[config.mk]
export PLATFORM = sky130hd
export DESIGN_NAME = motor_pwm_driver
export DESIGN_NICKNAME = d
export VERILOG_FILES = /design/src/rtl/motor_pwm_driver.sv
export SDC_FILE = /design/constraint.sdc
export NUM_CORES = 1
export LEC_CHECK = 0
export ABC_AREA = 1
export CORE_MARGIN = 1.5
export CORE_UTILIZATION = 32
export CTS_CLUSTER_SIZE = 10
export DETAILED_ROUTE_END_ITERATION = 6
export GPL_ROUTABILITY_DRIVEN = 1
export PLACE_DENSITY_LB_ADDON = 0.05
export SETUP_SLACK_MARGIN = 0.02
export SKIP_LAST_GASP = 1
export SLEW_MARGIN = 20
export SYNTH_ARGS = -nofsm -noshare
export SYNTH_HDL_FRONTEND = slang
export SYNTH_SLANG_ARGS = --single-unit
[constraint.sdc]
create_clock -name clock -period 17 [get_ports clock]
set_clock_uncertainty 0.05 [all_clocks]
set_input_delay 3.4 -clock clock [delete_from_list [all_inputs] [get_ports clock]]
set_output_delay 3.4 -clock clock [all_outputs]
set_load 0.03 [all_outputs]
[src/rtl/motor_pwm_driver.sv]
// Motor stage driver: clamps and deadbands the PID command, then slew-limits it.
// It also sequences direction reversals through a braked dead-time and generates the PWM.
module motor_pwm_driver #(
  parameter int MAX_CMD      = 100000,
  parameter int DEADBAND     = 13000,
  parameter int SLEW_STEP    = 5000,
  parameter int PWM_STEP     = 100,
  parameter int DIR_DEADTIME = 200
) (
  input  logic        clock,
  input  logic        reset,
  input  logic        enable,
  input  logic [31:0] control,
  input  logic        control_valid,
  output logic        pwm_out,
  output logic        dir_out,
  output logic        brake_out,
  output logic [31:0] applied,
  output logic [1:0]  state_out
);

  typedef enum logic [1:0] {
    IDLE     = 2'd0,
    RUN      = 2'd1,
    DEADTIME = 2'd2
  } state_e;

  localparam logic signed [31:0] MAX_S    = MAX_CMD;
  localparam logic signed [31:0] DB_S     = DEADBAND;
  localparam logic signed [31:0] SLEW_S   = SLEW_STEP;
  localparam logic        [31:0] PWM_INC  = PWM_STEP;
  localparam logic        [31:0] PWM_LAST = MAX_CMD - PWM_STEP;
  localparam int                 DT_W     = $clog2(DIR_DEADTIME);
  localparam logic [DT_W-1:0]    DT_LAST  = DT_W'(DIR_DEADTIME - 1);

  state_e             state_q, state_d;
  logic signed [31:0] applied_q, applied_d;
  logic signed [31:0] target_q, target_d;
  logic        [31:0] cnt_q, cnt_d;
  logic        [31:0] shadow_q, shadow_d;
  logic [DT_W-1:0]    dt_cnt_q, dt_cnt_d;
  logic               dir_q, dir_d;
  logic               brake_q, brake_d;
  logic               pwm_q, pwm_d;

  logic signed [31:0] ctrl_s, clamped, mag, new_target, diff, slewed;
  logic        [31:0] applied_abs;
  logic               opposite, enter_dt, cnt_wrap;

  // Clamp runs before any magnitude so -2^31 can never overflow the abs.
  always_comb begin
    ctrl_s = $signed(control);
    if (ctrl_s > MAX_S)       clamped = MAX_S;
    else if (ctrl_s < -MAX_S) clamped = -MAX_S;
    else                      clamped = ctrl_s;
    mag        = clamped[31] ? -clamped : clamped;
    new_target = (mag < DB_S) ? 32'sd0 : clamped;

    opposite = (new_target > 0 && !dir_q) || (new_target < 0 && dir_q);
    diff     = new_target - applied_q;
    if (!opposite) begin
      if (diff > SLEW_S)       slewed = applied_q + SLEW_S;
      else if (diff < -SLEW_S) slewed = applied_q - SLEW_S;
      else                     slewed = new_target;
    end else if (applied_q > SLEW_S) begin
      slewed = applied_q - SLEW_S;
    end else if (applied_q < -SLEW_S) begin
      slewed = applied_q + SLEW_S;
    end else begin
      slewed = 32'sd0;
    end
    enter_dt = opposite && (applied_q == 32'sd0);

    applied_abs = applied_q[31] ? 32'(-applied_q) : 32'(applied_q);
    cnt_wrap    = (cnt_q == PWM_LAST);
  end

  always_comb begin
    // NOTE: every next-state signal takes its hold value first so no path can infer a latch.
    cnt_d    = cnt_wrap ? '0 : cnt_q + PWM_INC;
    shadow_d = cnt_wrap ? applied_abs : shadow_q;
    applied_d = applied_q;
    target_d  = target_q;
    dir_d     = dir_q;
    brake_d   = brake_q;
    state_d   = state_q;
    dt_cnt_d  = dt_cnt_q;

    if (!enable) begin
      applied_d = '0;
      target_d  = '0;
      shadow_d  = '0;
      brake_d   = 1'b0;
      state_d   = IDLE;
      dt_cnt_d  = '0;
    end else if (state_q == DEADTIME) begin
      if (control_valid) target_d = new_target;
      if (dt_cnt_q == DT_LAST) begin
        dir_d    = !dir_q;
        brake_d  = 1'b0;
        state_d  = IDLE;
        dt_cnt_d = '0;
      end else begin
        dt_cnt_d = dt_cnt_q + 1'b1;
      end
    end else begin
      if (control_valid) begin
        target_d = new_target;
        if (enter_dt) begin
          state_d  = DEADTIME;
          brake_d  = 1'b1;
          dt_cnt_d = '0;
        end else begin
          applied_d = slewed;
        end
      end
      if (state_d != DEADTIME) state_d = (applied_d != 32'sd0) ? RUN : IDLE;
    end

    pwm_d = (cnt_d < shadow_d) && (state_d == RUN);
  end

  always_ff @(posedge clock) begin
    // NOTE: non-blocking assignments so every register samples pre-edge values together.
    if (reset) begin
      state_q   <= IDLE;
      applied_q <= '0;
      target_q  <= '0;
      cnt_q     <= '0;
      shadow_q  <= '0;
      dt_cnt_q  <= '0;
      dir_q     <= 1'b1;
      brake_q   <= 1'b0;
      pwm_q     <= 1'b0;
    end else begin
      state_q   <= state_d;
      applied_q <= applied_d;
      target_q  <= target_d;
      cnt_q     <= cnt_d;
      shadow_q  <= shadow_d;
      dt_cnt_q  <= dt_cnt_d;
      dir_q     <= dir_d;
      brake_q   <= brake_d;
      pwm_q     <= pwm_d;
    end
  end

  assign pwm_out   = pwm_q;
  assign dir_out   = dir_q;
  assign brake_out = brake_q;
  assign applied   = applied_q;
  assign state_out = state_q;

endmodule
==> impl_results.md <==
* CTS Sinks at 109
* Post-synthesis sequential area ratio at 0.170
* Diode count at 0
* Fmax at ~79 MHz
* Cell family with most CP delay: simple AND/OR/NAND/NOR gates
* Status: finished clean
* Final wirelength at 51.0 mm
* Pwr Density at slightly below 70 mW/mm^2
* Seq pwr share at 0.288
* Max Cap Viol at 0
* Largest net degree at the start of global routing at 68
* Critical path fanouts, max at 34
* Ys async rst share at 0
* R2r setup slk at 10.82 ns
* HPWL Detailed at ~41 mm
* Logic pwr share at 0.469
* GP Congestion at 0.909
* Slew HR at 0.349
* Drt first-iter violations at roughly 1.1k
* Min Tclk post-route at between 10 and 15 ns
* Clk slew on worst S/H paths at 0.08 ns
* Mapped Area at 0.0128 sq mm
* Max H-tree Level at 3
* Detail Route Antenna Nets at 0
* Initial antenna violation count at 0
* Ports at 73
* Setup ws final at between 4 and 5 ns
* Peak supply drop at 0.0000432 V
* Syn Nets at 2,359
* Switching share of power at 0.450
* Fin. Hold Viols at 0
* Postcts setup bufs at 0
* Fin crit share at 0.746
* Top FF cell, synth: dfxtp_1
* Via count at between 10k and 15k
* WP data required at between 15 and 20 ns
* First-pass GRT wire length at 79.9 mm
* Core ar. at 0.0396 sq mm
* Area delta synth->final at 10.7%
* Hold_buf cts at 0
* Leak at 6.86 nW
* Die ar. at 0.0413 sq mm
* CP Launch Type: input port
* Vias in the first global route at 13.9k
* Clk pwr share at 0.244
* GRT Total Usage at 0.247
* FF+latch count, synth at approximately 110
* Post-CTS Resized at 0
* Hold crit path type: flip-flop to flip-flop
* CTS Buf Count at 9
* Post-synth top area share at 0.170
* Clock buffer depth at 2
* Switching Power at roughly 0.00043 W
* Fillers at roughly 4.6k
* Internal power component at around 0.00053 W
* Slowest CP cell: inv_1
* Mapped Cells at about 2.3k
* Unique cell type count in the Yosys netlist at 58
* Clock Latency Late Sink at 0.38 ns
* Unrepaired setup endpoints after global routing: no
* Area leader, netlist: dfxtp_1
* Routed len/inst at 18.3 microns
* Critical Path End Type: flip-flop
* CP bufs+invs at 7
* Port Buf Inserts at 72
* Initial Util at 0.324
* Final setup fails at 0
* Slowest Stage Delay on Critical Path at between 0.7 and 0.8 ns
* Register area at 0.00218 sq mm
* Clock root buffer: clkbuf_16
* Nets at ~2.4k
* Syn_area_per_cell at 5.70 sq um
* Max-slew violations at 0
* Top cells by area, synth: dfxtp_1 17%, nand2_1 16%, nor2_1 9.7%, inv_1 8.5%, ha_1 6.8%
* Post-synth EDFFs at 0
* Die width at 203 microns
* Rows at 73
* Setup TNS at 0 ns
* Ys Warns at 0
* Via density per instance at 5.18
* Pre-CTS setup slack at about 4 ns
* Area taken by multi-input logic gates at between 0.009 and 0.01 sq mm
* Worst EP arrival at around 13 ns
* Least-Margin Pin Slew at 0.975 ns
* Share of post-route cells with drive strength above 1 at 0.0389
* CTS tree: done
* Die Y at 203 microns
* Crit Path Class: input port to flip-flop
* DRC at 0
* CP dominant cell by count: nand2_1
* GRT overflow at 0
* Drt pass-1 iters at 5
==> power by group through the flow <==
| stage | clock network (W) | logic, W | registers, W |
|---|---|---|---|
| final | 0.000235 | 0.000451 | 0.000277 |
| after global routing | 0.000252 | 0.000501 | 0.000278 |
| after CTS | 0.000242 | 0.000446 | 0.000277 |
| after detailed placement | 0 | 0.000443 | 0.000283 |
| after global placement | 0 | 0.000448 | 0.000283 |
| after floorplan | 0 | 0.000314 | 0.000283 |
==> layout by cell type (no fill, tap or decap), types with 19 or more instances in the layout <==
cell,instances
inv_1,292
nand3_1,164
dfxtp_1,109
nand4_1,44
nor3_1,37
nor4_1,32
nor2_1,330
xor2_1,91
clkdlybuf4s50_1,71
nand2_1,562
ha_1,70
o21ai_0,113
buf_4,19
a21oi_1,121
==> Yosys cell counts, drive strengths merged, types with 40 or more instances <==
library cell,instances
a21oi,121
buf,41
clkbuf,55
dfxtp,109
ha,70
inv,302
nand2,572
nand3,172
nand4,44
nor2,340
nor3,40
o21ai,125
xor2,91
==> registers in the layout, indices dropped and copies added, names as in the netlist <==
register / cells
dir_out: 1
pwm_out: 1
state_out: 2
brake_out: 1
applied: 32
cnt_q: 32
shadow_q: 32
dt_cnt_q: 8
==> cell type report <==
cell class	instances	area share
timing repair buffer	91	0.0604
sequential	109	0.154
multi-input combinational	1737	0.636
tap	525	0.0462
clock buffer	11	0.0178
clock inverter	5	0.00405
inverter	310	0.0819
==> per-layer routing <==
metal	routed length, microns	global-route usage	vias up
li1	-	-	7311
met1	24000	0.333	6716
met2	23600	0.415	355
met3	2180	0.0252	57
met4	1280	0.0741	0
met5	0	0	-
==> worst min-delay path, cell delays in order, from the launching register on <==
cell	delay (ns)
dfxtp_1	0.32
inv_1	0.06
o21ai_1	0.06
==> cells by family (layout without fill, tap and decap cells) <==
group	after synthesis	after routing	share of synthesized area
and+or+nand+nor	1226	1226	0.411
buffers and inverters	406	417	0.127
AOI/OAI and AO/OA	331	331	0.148
xor gates and xnor gates	109	109	0.0743
DFF	109	109	0.170
adders and majority gates	71	71	0.0698
==> path summary, 6_finish.rpt <==
| check | from | end | cells after the start |
|---|---|---|---|
| worst max register to register | applied[12] | state_out[0] | 33 |
| worst min register to register | dt_cnt_q[1] | dt_cnt_q[1] | 2 |
| worst min-delay path | dt_cnt_q[1] | dt_cnt_q[1] | 2 |
| worst max-delay path | control[26] | state_out[0] | 57 |
==> stage by stage <==
step | power [W] | utilization | area [sq um] | std cells | hold slack (ns)
after floorplan | 0.000596 | - | 12800 | 2252 | 0.387
after global placement | 0.000730 | 0.351 | 13900 | 2772 | 0.424
after detailed placement | 0.000726 | 0.351 | 13900 | 2772 | 0.437
after CTS | 0.000964 | 0.359 | 14200 | 2788 | 0.449
after global routing | 0.00103 | 0.359 | 14200 | 2788 | 0.473
final | 0.000962 | 0.359 | 14200 | 2788 | 0.443
Note: power is estimated with default switching activity, not from simulation.
